--- config.mk ---
export PLATFORM = sky130hd
export DESIGN_NAME = chunk_adder_flat
export DESIGN_NICKNAME = d
export VERILOG_FILES = /design/src/rtl/chunk_adder_pkg.sv /design/src/rtl/chunk_adder_if.sv /design/src/rtl/chunk_adder_add.sv /design/src/rtl/chunk_adder.sv /design/src/flat_wrapper.sv
export SDC_FILE = /design/constraint.sdc
export NUM_CORES = 1
export LEC_CHECK = 0
export CAP_MARGIN = 20
export CORE_ASPECT_RATIO = 1.75
export CORE_UTILIZATION = 30
export CTS_BUF_LIST = sky130_fd_sc_hd__clkbuf_16
export DETAILED_ROUTE_END_ITERATION = 6
export SYNTH_ARGS = -nofsm -noshare
export SYNTH_HDL_FRONTEND = slang
export SYNTH_HIERARCHICAL = 1
export SYNTH_SLANG_ARGS = --single-unit
--- constraint.sdc ---
create_clock -name clk -period 6.1 [get_ports clk]
set_clock_uncertainty 0.05 [all_clocks]
set_input_delay 0.61 -clock clk [delete_from_list [all_inputs] [get_ports clk]]
set_output_delay 0.61 -clock clk [all_outputs]
set_load 0.005 [all_outputs]
--- src/rtl/chunk_adder_pkg.sv ---
// chunk_adder_pkg -- shared types for the chunk-serial adder.
//   state_t : FSM encoding (IDLE waits for start, RUN adds one slice per
//             cycle, DONE presents the result for exactly one cycle).
package chunk_adder_pkg;

    typedef enum logic [1:0] {
        IDLE = 2'd0,
        RUN  = 2'd1,
        DONE = 2'd2
    } state_t;

endpackage : chunk_adder_pkg

--- src/rtl/chunk_adder_if.sv ---
// chunk_adder_if -- request/result bundle of the chunk-serial adder.
//   start, a, b, cin, sub : request side, driven by the master
//   busy, done, s, co, ovf: status/result side, driven by the adder (slave)
interface chunk_adder_if #(
    parameter int WIDTH = 12
);
    logic             start;
    logic [WIDTH-1:0] a;
    logic [WIDTH-1:0] b;
    logic             cin;
    logic             sub;
    logic             busy;
    logic             done;
    logic [WIDTH-1:0] s;
    logic             co;
    logic             ovf;

    modport master (
        output start, a, b, cin, sub,
        input  busy, done, s, co, ovf
    );

    modport slave (
        input  start, a, b, cin, sub,
        output busy, done, s, co, ovf
    );
endinterface : chunk_adder_if

--- src/rtl/chunk_adder_add.sv ---
// chunk_add -- combinational CHUNK-bit ripple slice.
//   a, b  : slice operands
//   ci    : carry into the slice LSB
//   sum   : slice sum
//   co    : carry out of the slice MSB
//   c_msb : carry into the slice MSB (needed for signed overflow)
module chunk_add #(
    parameter int CHUNK = 4
) (
    input  logic [CHUNK-1:0] a,
    input  logic [CHUNK-1:0] b,
    input  logic             ci,
    output logic [CHUNK-1:0] sum,
    output logic             co,
    output logic             c_msb
);
    logic [CHUNK:0] full_s;

    assign full_s = {1'b0, a} + {1'b0, b} + {{CHUNK{1'b0}}, ci};
    assign sum    = full_s[CHUNK-1:0];
    assign co     = full_s[CHUNK];
    // sum bit = a ^ b ^ carry_in, so the carry into the MSB falls out directly.
    assign c_msb  = a[CHUNK-1] ^ b[CHUNK-1] ^ full_s[CHUNK-1];
endmodule : chunk_add

--- src/rtl/chunk_adder.sv ---
// chunk_adder -- multi-cycle adder/subtractor, CHUNK bits per clock.
//   clk   : rising-edge clock
//   rst_n : asynchronous active-low reset
//   bus   : chunk_adder_if.slave
//           start/a/b/cin/sub in; busy (RUN), done (one-cycle pulse),
//           s (result), co (carry / no-borrow), ovf (signed overflow) out.
// An accepted start takes N = WIDTH/CHUNK RUN cycles, then one DONE cycle.
module chunk_adder
    import chunk_adder_pkg::*;
#(
    parameter int WIDTH = 12,
    parameter int CHUNK = 4
) (
    input  logic          clk,
    input  logic          rst_n,
    chunk_adder_if.slave  bus
);
    localparam int N     = WIDTH / CHUNK;
    localparam int CNT_W = (N > 1) ? $clog2(N) : 1;

    if ((WIDTH % CHUNK) != 0) begin : g_bad_chunk
        $error("chunk_adder: WIDTH must be an integer multiple of CHUNK");
    end

    state_t           state_r;
    state_t           state_nx;
    logic [WIDTH-1:0] a_r;
    logic [WIDTH-1:0] b_r;
    logic [WIDTH-1:0] s_r;
    logic [CNT_W-1:0] cnt_r;
    logic             carry_r;
    logic             co_r;
    logic             ovf_r;
    logic             busy_r;
    logic             done_r;

    logic             accept_s;
    logic             step_s;
    logic             last_s;
    logic [CHUNK-1:0] slice_a_s;
    logic [CHUNK-1:0] slice_b_s;
    logic [CHUNK-1:0] slice_sum_s;
    logic             slice_co_s;
    logic             slice_cmsb_s;

    assign last_s    = (cnt_r == CNT_W'(N - 1));
    assign slice_a_s = a_r[cnt_r * CHUNK +: CHUNK];
    assign slice_b_s = b_r[cnt_r * CHUNK +: CHUNK];

    chunk_add #(
        .CHUNK (CHUNK)
    ) u_slice (
        .a     (slice_a_s),
        .b     (slice_b_s),
        .ci    (carry_r),
        .sum   (slice_sum_s),
        .co    (slice_co_s),
        .c_msb (slice_cmsb_s)
    );

    // Next-state and per-cycle control decode.
    always_comb begin
        state_nx = state_r;
        accept_s = 1'b0;
        step_s   = 1'b0;
        case (state_r)
            IDLE: begin
                if (bus.start) begin
                    state_nx = RUN;
                    accept_s = 1'b1;
                end else begin
                    state_nx = IDLE;
                end
            end
            RUN: begin
                // start is deliberately not looked at here.
                step_s = 1'b1;
                if (last_s) begin
                    state_nx = DONE;
                end else begin
                    state_nx = RUN;
                end
            end
            DONE: begin
                if (bus.start) begin
                    state_nx = RUN;
                    accept_s = 1'b1;
                end else begin
                    state_nx = IDLE;
                end
            end
            default: begin
                state_nx = IDLE;
            end
        endcase
    end

    // State register plus registered busy/done decoded from the next state.
    always_ff @(posedge clk or negedge rst_n) begin
        if (!rst_n) begin
            state_r <= IDLE;
            busy_r  <= 1'b0;
            done_r  <= 1'b0;
        end else begin
            state_r <= state_nx;
            busy_r  <= (state_nx == RUN);
            done_r  <= (state_nx == DONE);
        end
    end

    // Operand latch and slice-serial datapath. Subtraction is folded in at
    // accept time as a + ~b + 1, so no separate mode bit is carried along.
    always_ff @(posedge clk or negedge rst_n) begin
        if (!rst_n) begin
            a_r     <= {WIDTH{1'b0}};
            b_r     <= {WIDTH{1'b0}};
            s_r     <= {WIDTH{1'b0}};
            cnt_r   <= {CNT_W{1'b0}};
            carry_r <= 1'b0;
            co_r    <= 1'b0;
            ovf_r   <= 1'b0;
        end else if (accept_s) begin
            a_r     <= bus.a;
            b_r     <= bus.sub ? ~bus.b : bus.b;
            carry_r <= bus.sub ? 1'b1 : bus.cin;
            cnt_r   <= {CNT_W{1'b0}};
            s_r     <= {WIDTH{1'b0}};
            co_r    <= 1'b0;
            ovf_r   <= 1'b0;
        end else if (step_s) begin
            s_r[cnt_r * CHUNK +: CHUNK] <= slice_sum_s;
            carry_r <= slice_co_s;
            if (last_s) begin
                cnt_r <= {CNT_W{1'b0}};
                co_r  <= slice_co_s;
                ovf_r <= slice_co_s ^ slice_cmsb_s;
            end else begin
                cnt_r <= cnt_r + CNT_W'(1);
            end
        end
    end

    assign bus.busy = busy_r;
    assign bus.done = done_r;
    assign bus.s    = s_r;
    assign bus.co   = co_r;
    assign bus.ovf  = ovf_r;
endmodule : chunk_adder

--- src/flat_wrapper.sv ---
// flat-port wrapper written by rule: the top's interface ports become plain ports
module chunk_adder_flat import chunk_adder_pkg::*;
#(
    parameter int WIDTH = 12,
    parameter int CHUNK = 4
)
  (clk, rst_n, bus_start, bus_a, bus_b, bus_cin, bus_sub, bus_busy, bus_done, bus_s, bus_co, bus_ovf);
  chunk_adder_if #(.WIDTH(WIDTH)) bus_i ();
  input  logic clk;
  input  logic rst_n;
  input wire logic [$bits(bus_i.start)-1:0] bus_start;
  input wire logic [$bits(bus_i.a)-1:0] bus_a;
  input wire logic [$bits(bus_i.b)-1:0] bus_b;
  input wire logic [$bits(bus_i.cin)-1:0] bus_cin;
  input wire logic [$bits(bus_i.sub)-1:0] bus_sub;
  output wire logic [$bits(bus_i.busy)-1:0] bus_busy;
  output wire logic [$bits(bus_i.done)-1:0] bus_done;
  output wire logic [$bits(bus_i.s)-1:0] bus_s;
  output wire logic [$bits(bus_i.co)-1:0] bus_co;
  output wire logic [$bits(bus_i.ovf)-1:0] bus_ovf;
  assign bus_i.start = bus_start;
  assign bus_i.a = bus_a;
  assign bus_i.b = bus_b;
  assign bus_i.cin = bus_cin;
  assign bus_i.sub = bus_sub;
  assign bus_busy = bus_i.busy;
  assign bus_done = bus_i.done;
  assign bus_s = bus_i.s;
  assign bus_co = bus_i.co;
  assign bus_ovf = bus_i.ovf;
  chunk_adder #(.WIDTH(WIDTH), .CHUNK(CHUNK)) u_core (.clk(clk), .rst_n(rst_n), .bus(bus_i));
endmodule
# [Word-level counts from Yosys, hierarchy flattened]
# Cells that the tools add are included.
[totals] regBits=45 latch_bits=0 mem_bits_rw=0 rom_bits=0 inputBits=29 out_inout_bits=16 wordCells=54 memories=0
[classes] n_addsub=4 n_mul=0 div_mod_pow=0 n_lt_le_gt_ge=0 eq_ne=5 shifts=4 mux=22 n_bitwise=4 n_reduce_logical=5
[op_table] cell="2-to-1 mux 12 bit" count=3
[op_table] cell="negator 4 -> 34 bit" count=1
[op_table] cell="variable shift 4 x 34 -> 12 bit, first input constant" count=1
[op_table] cell="indexed part select 4 x 34 -> 12 bit" count=1
[op_table] cell="indexed part select 12 x 5 -> 4 bit" count=2
[op_table] cell="2-to-1 mux 1 bit" count=13
[op_table] cell="bitwise mux 12 bit" count=1
[op_table] cell="NOT 12 bit" count=1
[op_table] cell="2-to-1 mux 2 bit" count=4
[op_table] cell="equality test 2 bit, second input constant" count=3
[op_table] cell="adder 4 x 4 -> 5 bit" count=1
[op_table] cell="adder 5 x 1 -> 5 bit" count=1
[op_table] cell="equality test 2 x 1 -> 1 bit, second input constant" count=2
[op_table] cell="case mux 2 bit (2 select lines)" count=1
[op_table] cell="nonzero test 2 bit" count=2
[op_table] cell="XOR 1 bit" count=3
[op_table] cell="adder 2 x 1 -> 2 bit, second input constant" count=1
[op_table] cell="logical NOT 2 bit" count=1
[op_table] cell="AND reduction 2 bit" count=1
[op_table] cell="OR reduction 2 bit" count=1

# [Longest topological paths before layout]
# Gate-level depths: netlist (run 1).
[depth] depth_word=8 mapped_depth=12 depth_no_buf=11

# [Cells and area by module]
# The synthesis (run 1) kept the hierarchy.
[by_module_without_submodules] module="chunk_adder" instances=1 cells_each=225 area_per_inst_um2=2208.4 seq_area_each_um2=1126.1
[by_module_without_submodules] module="chunk_add" instances=1 cells_each=17 area_per_inst_um2=141.4 seq_area_each_um2=0.0

# [Least setup slack after synthesis (run 1)]
# No wires, ideal clock.
[synth_path] path_kind="reg2reg" from="register u_core.cnt_r[0]" to="register u_core.carry_r" setup_ns=0.126 arrival_ns=2.182 required_time_ns=5.924 slack_ns=3.741 stages_incl_launch_ff=12 n_path_buf=1 period_less_slack_ns=2.359 path_cell_list="dfrtp_1 > buf_2 > and2b_1 > nand2_1 > o21ai_0 > fa_1 > inv_1 > fa_1 > nor2b_1 > o21ai_0 > nand2b_1 > a221o_1"
[synth_via] elab_chain_len=5 elab_cells_between_ends=6 cone_classes="2 x add/sub; 2 x shift; 2 x mux"
[synth_lines] element="from (decl)" line_no="chunk_adder.sv:30" text="logic [CNT_W-1:0] cnt_r;"
[synth_lines] element="from (signal assigned)" line_no="chunk_adder.sv:118" text="cnt_r <= {CNT_W{1'b0}};"
[synth_lines] element="from (signal assigned)" line_no="chunk_adder.sv:126" text="cnt_r <= {CNT_W{1'b0}};"
[synth_lines] element="from (signal assigned)" line_no="chunk_adder.sv:134" text="cnt_r <= {CNT_W{1'b0}};"
[synth_lines] element="indexed part select 12 x 5 -> 4 bit" line_no="chunk_adder.sv:47" text="assign slice_a_s = a_r[cnt_r * CHUNK +: CHUNK];"
[synth_lines] element="net u_core.slice_a_s[0]" line_no="chunk_adder.sv:40" text="logic [CHUNK-1:0] slice_a_s;"
[synth_lines] element="adder 4 x 4 -> 5 bit" line_no="chunk_adder_add.sv:19" text="assign full_s = {1'b0, a} + {1'b0, b} + {{CHUNK{1'b0}}, ci};"
[synth_lines] element="adder 5 x 1 -> 5 bit" line_no="chunk_adder_add.sv:19"
[synth_lines] element="net u_core.slice_co_s" line_no="chunk_adder.sv:43" text="logic slice_co_s;"
[synth_lines] element="2-to-1 mux 1 bit" line_no="chunk_adder.sv:130" text="end else if (step_s) begin"
[synth_lines] element="2-to-1 mux 1 bit" line_no="chunk_adder.sv:122" text="end else if (accept_s) begin"
[synth_lines] element="to (signal assigned)" line_no="chunk_adder.sv:125" text="carry_r <= bus.sub ? 1'b1 : bus.cin;"
[synth_lines] element="to (signal assigned)" line_no="chunk_adder.sv:132" text="carry_r <= slice_co_s;"
[synth_lines] element="to (decl)" line_no="chunk_adder.sv:31" text="logic carry_r;"
# The timed path passes the listed nets, and every way through them passes these cells. The select of a mux whose other input is x is not followed.
# A chain may end at the register's enable or synchronous reset.

# [Worst setup path after layout (run 1)]
[layout_path] from="register u_core.cnt_r[1]" to="register u_core.carry_r"
# Same word-level chain as after synthesis.

==> flow_summary.toml, run 1 <==
[logic_synthesis]
syn_area_um2 = 2350
synth_cells = 242
seq_area_frac_synth_pct = 47.9
yosysUniqueCellTypes = 36
ys_top_cells_by_area = "dfrtp_1 (48%), nand2_1 (11%), xnor2_1 (5.2%), ha_1 (3.7%), o21ai_2 (3.7%)"
yosysTopAreaCell = "dfrtp_1"
synth.avg_cell_area_um2 = 9.71
ys_ff_latch = 45
syn_nets = 280
synth_top_area_share_pct = 47.9
ys_warn_count = 6

[clock_network]
cts_buffers = 5
path_clk_slew_ns = 0.06
clockRootBuffer = "clkbuf_16"
htreeDepth = 2
cts.sinks = 45
clk_latency_ns = 0.29
cts_resized = 0
cts_tree = "built"
clockBufferDepth = 2
post_cts_buffers = 0
postCtsHoldBufs = 0

[floorplanning]
ios = 45
coreArea_um2 = 7570
dieWidth_um = 68.9
rows = 42
start_util_pct = 31.1
dieArea_um2 = 8200
die_y_um = 119

[placed_design]
post-dp-hpwl_um = 3720
portBuffers = 44
place_congestion = 0.863
dp.cells = 360

[detailed_routing]
post_drt_wl_per_cell_um = 13.2
totalWireLength_um = 4880
dr_total_vias = 1761
drc = 0
via_per_inst = 4.77
dr.pass1.iters = 4
drtAntennaViolNets = 0
drt-initial-drc-count = 132

[worst_setup_path]
required_ns = 6.22
critPathLaunchType = "flip-flop"
crit_fanout = 12
path_buf_inv = 1
cp-end-kind = "flip-flop"
cp_top_family = "flip-flops"
critPathKind = "flip-flop to flip-flop"
crit_path_max_incr_delay_ns = 0.69
crit_chain = "and2b_1 > nand2_1 > o21ai_0 > fa_1 > inv_1 > fa_1 > nor2b_1 > o21ai_0 > nand2b_1 > a221o_1"
arrival_ns = 2.88
cp_slowest_cell = "dfrtp_1"

[grt]
grt_max_degree = 46
grt-ovfl-total = 0
grt_pass1_wl_um = 8240
grt_pass1_vias = 1764
antenna_found_initial = 0
grt_use_total_pct = 13.7

[sta]
rsz0062_at_grt = "no"
min_period_ns = 2.76
slew_headroom_pct = 38.2
fmax_ghz = 0.362
worst_slew_pin_slew_ns = 0.923
finalSetupViolations = 0
hold_viol_final = 0
finalSetupTns_ns = 0
slew_violations = 0
finalCritPeriodShare_pct = 45.2

[pwr]
p_per_area_nw_per_um2 = 488
p_leak_nw = 1.32
peakVddDrop_mv = 0.187

[status]
status = "completed"

[layout]
num_antenna_cells = 0
area_growth_pct = 24.8
drive_gt1_share_pct = 8.19
utilization_pct = 38.8
final_common_cell = "nand2_1"
fillers = 804
fin_nets = 318
fin_cells = 369
final_cell_mix = "nand2_1 (71), dfrtp_1 (45), clkdlybuf4s50_1 (43)"

[worst_hold_path]
hp-class = "input pin to async pin"

[run]
drv_cap = 0
## where the power goes
part / total, W / switching (W) / internal (W) / leakage (nW)
clock: 0.000252 / 0.000105 / 0.000147 / 0.0776
sequential: 0.000515 / 0.0000999 / 0.000415 / 0.577
combinational: 0.000664 / 0.000380 / 0.000285 / 0.665
total: 0.00143 / 0.000584 / 0.000847 / 1.32
## cells by family (layout without fill, tap and decap cells)
family | Yosys count | after routing | share of synthesized area (%)
XOR/XNOR | 15 | 15 | 5.59
AND/OR/NAND/NOR | 103 | 103 | 20.6
adder cells (fa/ha/maj) | 9 | 9 | 5.43
AO/OA/AOI/OAI | 40 | 40 | 10.7
buffers and inverters | 22 | 61 | 6.34
flip-flops | 45 | 45 | 47.9
multiplexers | 8 | 8 | 3.41
## state kept, by name, indices dropped and copies added (netlist names)
name and cells:
u_core/a_r 12, u_core/b_r 12, u_core/bus.busy 1, u_core/bus.co 1
u_core/bus.done 1, u_core/bus.ovf 1, u_core/bus.s 12, u_core/carry_r 1
u_core/cnt_r 2, u_core/state_r 2
## cells in the mapped netlist
master / number
nand3_1: 9
xor2_1: 1
and2b_1: 2
clkbuf_4: 1
nand3b_1: 2
a211oi_1: 1
nand3b_4: 1
ha_1: 7
buf_6: 3
o21ai_1: 3
nand2_1: 71
buf_4: 3
nor2_1: 5
nor2b_2: 1
o21ai_2: 10
nand3_2: 1
a221o_1: 1
o22ai_1: 1
mux2i_1: 8
o31ai_1: 2
and3b_1: 1
nand2b_4: 1
nor2b_1: 2
inv_1: 7
nor3b_2: 1
o21ai_0: 13
dfrtp_1: 45
nand4_1: 4
buf_2: 4
clkbuf_2: 1
buf_8: 2
inv_2: 1
nand2b_1: 2
fa_1: 2
a21oi_1: 9
xnor2_1: 14
## layout make-up
class	instances	area, um^2	area share [%]
clock buffer	5	125	4.27
timing repair buffer	45	455	15.5
tap	88	110	3.75
clock inverter	3	11.3	0.384
multi-input combinational	175	1070	36.6
inverter	8	30.0	1.02
sequential	45	1130	38.4
## through the flow
step / setup WS, ns / cell area, um^2 / power (W) / hold slack (ns)
after floorplan: 3.74 / 2350 / 0.000998 / 0.264
after global placement: 3.41 / 2780 / 0.00117 / 0.417
after detailed placement: 3.36 / 2780 / 0.00118 / 0.416
after CTS: 3.33 / 2910 / 0.00144 / 0.429
after global routing: 3.07 / 2930 / 0.00155 / 0.126
final: 3.34 / 2930 / 0.00143 / 0.121
## layer usage
| layer | up-vias | global-route usage, % | part of all wire, % |
|---|---|---|---|
| met3 | 12 | 2.97 | 3.5 |
| met4 | 0 | 7.40 | 3.0 |
| met5 | - | 0 | 0 |
| met1 | 843 | 13.8 | 36 |
| li1 | 869 | - | - |
| met2 | 37 | 24.5 | 57 |
## worst paths after layout
kind,cells after the start,slack [ns],endpoint,from
min,1,0.12,u_core/a_r[11],rst_n
min reg2reg,2,0.42,u_core/b_r[11],u_core/b_r[11]
max,10,3.34,u_core/carry_r,u_core/cnt_r[1]
min in group clk,2,0.42,u_core/b_r[11],u_core/b_r[11]
max in group asynchronous,2,5.42,u_core/carry_r,rst_n
max reg2reg,10,3.34,u_core/carry_r,u_core/cnt_r[1]
Power figures use the tool's default switching activity.
==> run 2: changes to the inputs <==
==> constraint.sdc (replaced) <==
create_clock -name clk -period 2.7 [get_ports clk]
set_clock_uncertainty 0.05 [all_clocks]
set_input_delay 0.27 -clock clk [delete_from_list [all_inputs] [get_ports clk]]
set_output_delay 0.27 -clock clk [all_outputs]
set_load 0.005 [all_outputs]
==> flow_summary.toml, run 2 (synthesis gave the netlist of run 1 again) <==
[status]
status = "completed"

[floorplanning]
ios = 45
coreArea_um2 = 7570
start_util_pct = 31.1
rows = 42
die_y_um = 119
dieArea_um2 = 8200
dieWidth_um = 68.9

[pwr]
combPwrFrac_pct = 48.4
peakVddDrop_mv = 0.408
p_per_area_nw_per_um2 = 1100
p_switching_w = 0.00133
p_int_w = 0.00195
p_clk_share_pct = 17.5
switching_share_pct = 40.5
p_leak_nw = 1.34
pwr-share-seq_pct = 34.1

[sta]
setup_slack_ns = 0.234
finalSetupViolations = 0
finalCritPeriodShare_pct = 91.3
worst_slew_pin_slew_ns = 0.673
fmax_ghz = 0.405
slew_violations = 0
hold_viol_final = 0
rsz0062_at_grt = "no"
slew_headroom_pct = 55.0
finalSetupTns_ns = 0
min_period_ns = 2.47

[worst_setup_path]
reg2reg_slack_ns = 0.23
critPathKind = "flip-flop to flip-flop"
arrival_ns = 2.61
setup.worst_path.start = "u_core/cnt_r[0]"
cp-end-kind = "flip-flop"
critPathLaunchType = "flip-flop"
crit_end = "u_core/bus.ovf"
required_ns = 2.84
reg2regPathDepth = 11
reg2reg_from = "u_core/cnt_r[0]"
crit_fanout = 8
reg2reg_to = "u_core/bus.ovf"

[layout]
final_cell_mix = "nand2_1 (71), dfrtp_1 (45), clkdlybuf4s50_1 (43)"
final_common_cell = "nand2_1"
fillers = 801
utilization_pct = 39.3
stdcell_area_um2 = 2980
fin_nets = 323
drive_gt1_share_pct = 10.1
area_growth_pct = 26.6
num_antenna_cells = 0

[grt]
grt-ovfl-total = 0
grt_pass1_vias = 1828
grt_pass1_wl_um = 8240
antenna_found_initial = 0
grt_use_total_pct = 13.6
grt_max_degree = 46

[run]
drv_cap = 0

[clock_network]
htreeDepth = 2
clk_latency_ns = 0.28
clockBufferDepth = 2
clockRootBuffer = "clkbuf_16"
cts_tree = "built"
post_cts_buffers = 0
cts.sinks = 45
path_clk_slew_ns = 0.06
cts_buffers = 5

[detailed_routing]
dr.pass1.iters = 4
post_drt_wl_per_cell_um = 12.9
drt-initial-drc-count = 51
drtAntennaViolNets = 0
drc = 0
totalWireLength_um = 4840
via_per_inst = 4.55
dr_total_vias = 1703

[placed_design]
post-dp-hpwl_um = 3850
place_congestion = 0.835
pre_cts_ws_ns = 0.232
portBuffers = 44
placed_area_um2 = 2810

[worst_hold_path]
hp-class = "input pin to async pin"
==> run 2: cell types whose count changed in the layout (fill, tap and decap cells not counted), sizes merged <==
| cell | delta |
|---|---|
| clkinv | +2 |
| buf | +4 |
| inv | -2 |
| dlygate4sd3 | +1 |
==> run 2: per-layer routing <==
metal / track usage, % / routed length, um / vias up
met5: 0 / 0 / -
met4: 6.51 / 143 / 0
met3: 1.44 / 98 / 7
met2: 25.2 / 2830 / 25
met1: 14.2 / 1770 / 788
li1: - / - / 883
==> run 2: per-stage QoR <==
step                power, W  cells  hold WS [ns]
floorplan            0.00226    242       -0.0756
global placement     0.00270    364         0.411
detailed placement   0.00273    364         0.413
CTS                  0.00331    372         0.148
global route         0.00356    374         0.299
finish               0.00327    374         0.284
==> run 2: timing repair <==
action,CTS,global route
hold buffers,0,1
gates resized for setup,0,0
endpoints found under the hold margin,0,3
==> run 2: worst min-delay path by stage <==
| stage | startpoint | to | slack (ns) |
|---|---|---|---|
| after floorplan | rst_n | u_core/a_r[0] | -0.08 |
| after global placement | u_core/a_r[9] | u_core/a_r[9] | 0.41 |
| after detailed placement | u_core/a_r[9] | u_core/a_r[9] | 0.41 |
| after CTS | rst_n | u_core/a_r[2] | 0.15 |
| after global routing | rst_n | u_core/a_r[7] | 0.30 |
| final | rst_n | u_core/a_r[7] | 0.28 |
==> run 2: worst max-delay path, cell delays in order (launching register included) <==
cell and delay (ns):
dfrtp_1 0.44, and2b_1 0.25, nand2_1 0.09, o21ai_0 0.12
fa_1 0.45, inv_1 0.08, fa_1 0.20, nor2b_1 0.05
o21ai_0 0.15, nand2b_1 0.13, xnor2_1 0.15, a211oi_1 0.23
==> run 2: cell type report <==
type	instances	area, um^2	area share [%]
Sequential cell	45	1130	37.8
Multi-Input combinational cell	175	1070	36.1
Timing Repair Buffer	50	495	16.7
Clock buffer	5	125	4.21
Tap cell	88	110	3.70
Inverter	8	30.0	1.01
Clock inverter	3	13.8	0.463
==> run 2: power groups by stage <==
stage / sequential (W) / combinational (W) / clock (W)
floorplan: 0.00106 / 0.00120 / 0
global placement: 0.00113 / 0.00157 / 0
detailed placement: 0.00113 / 0.00159 / 0
CTS: 0.00112 / 0.00160 / 0.000591
global route: 0.00115 / 0.00180 / 0.000610
finish: 0.00112 / 0.00158 / 0.000574
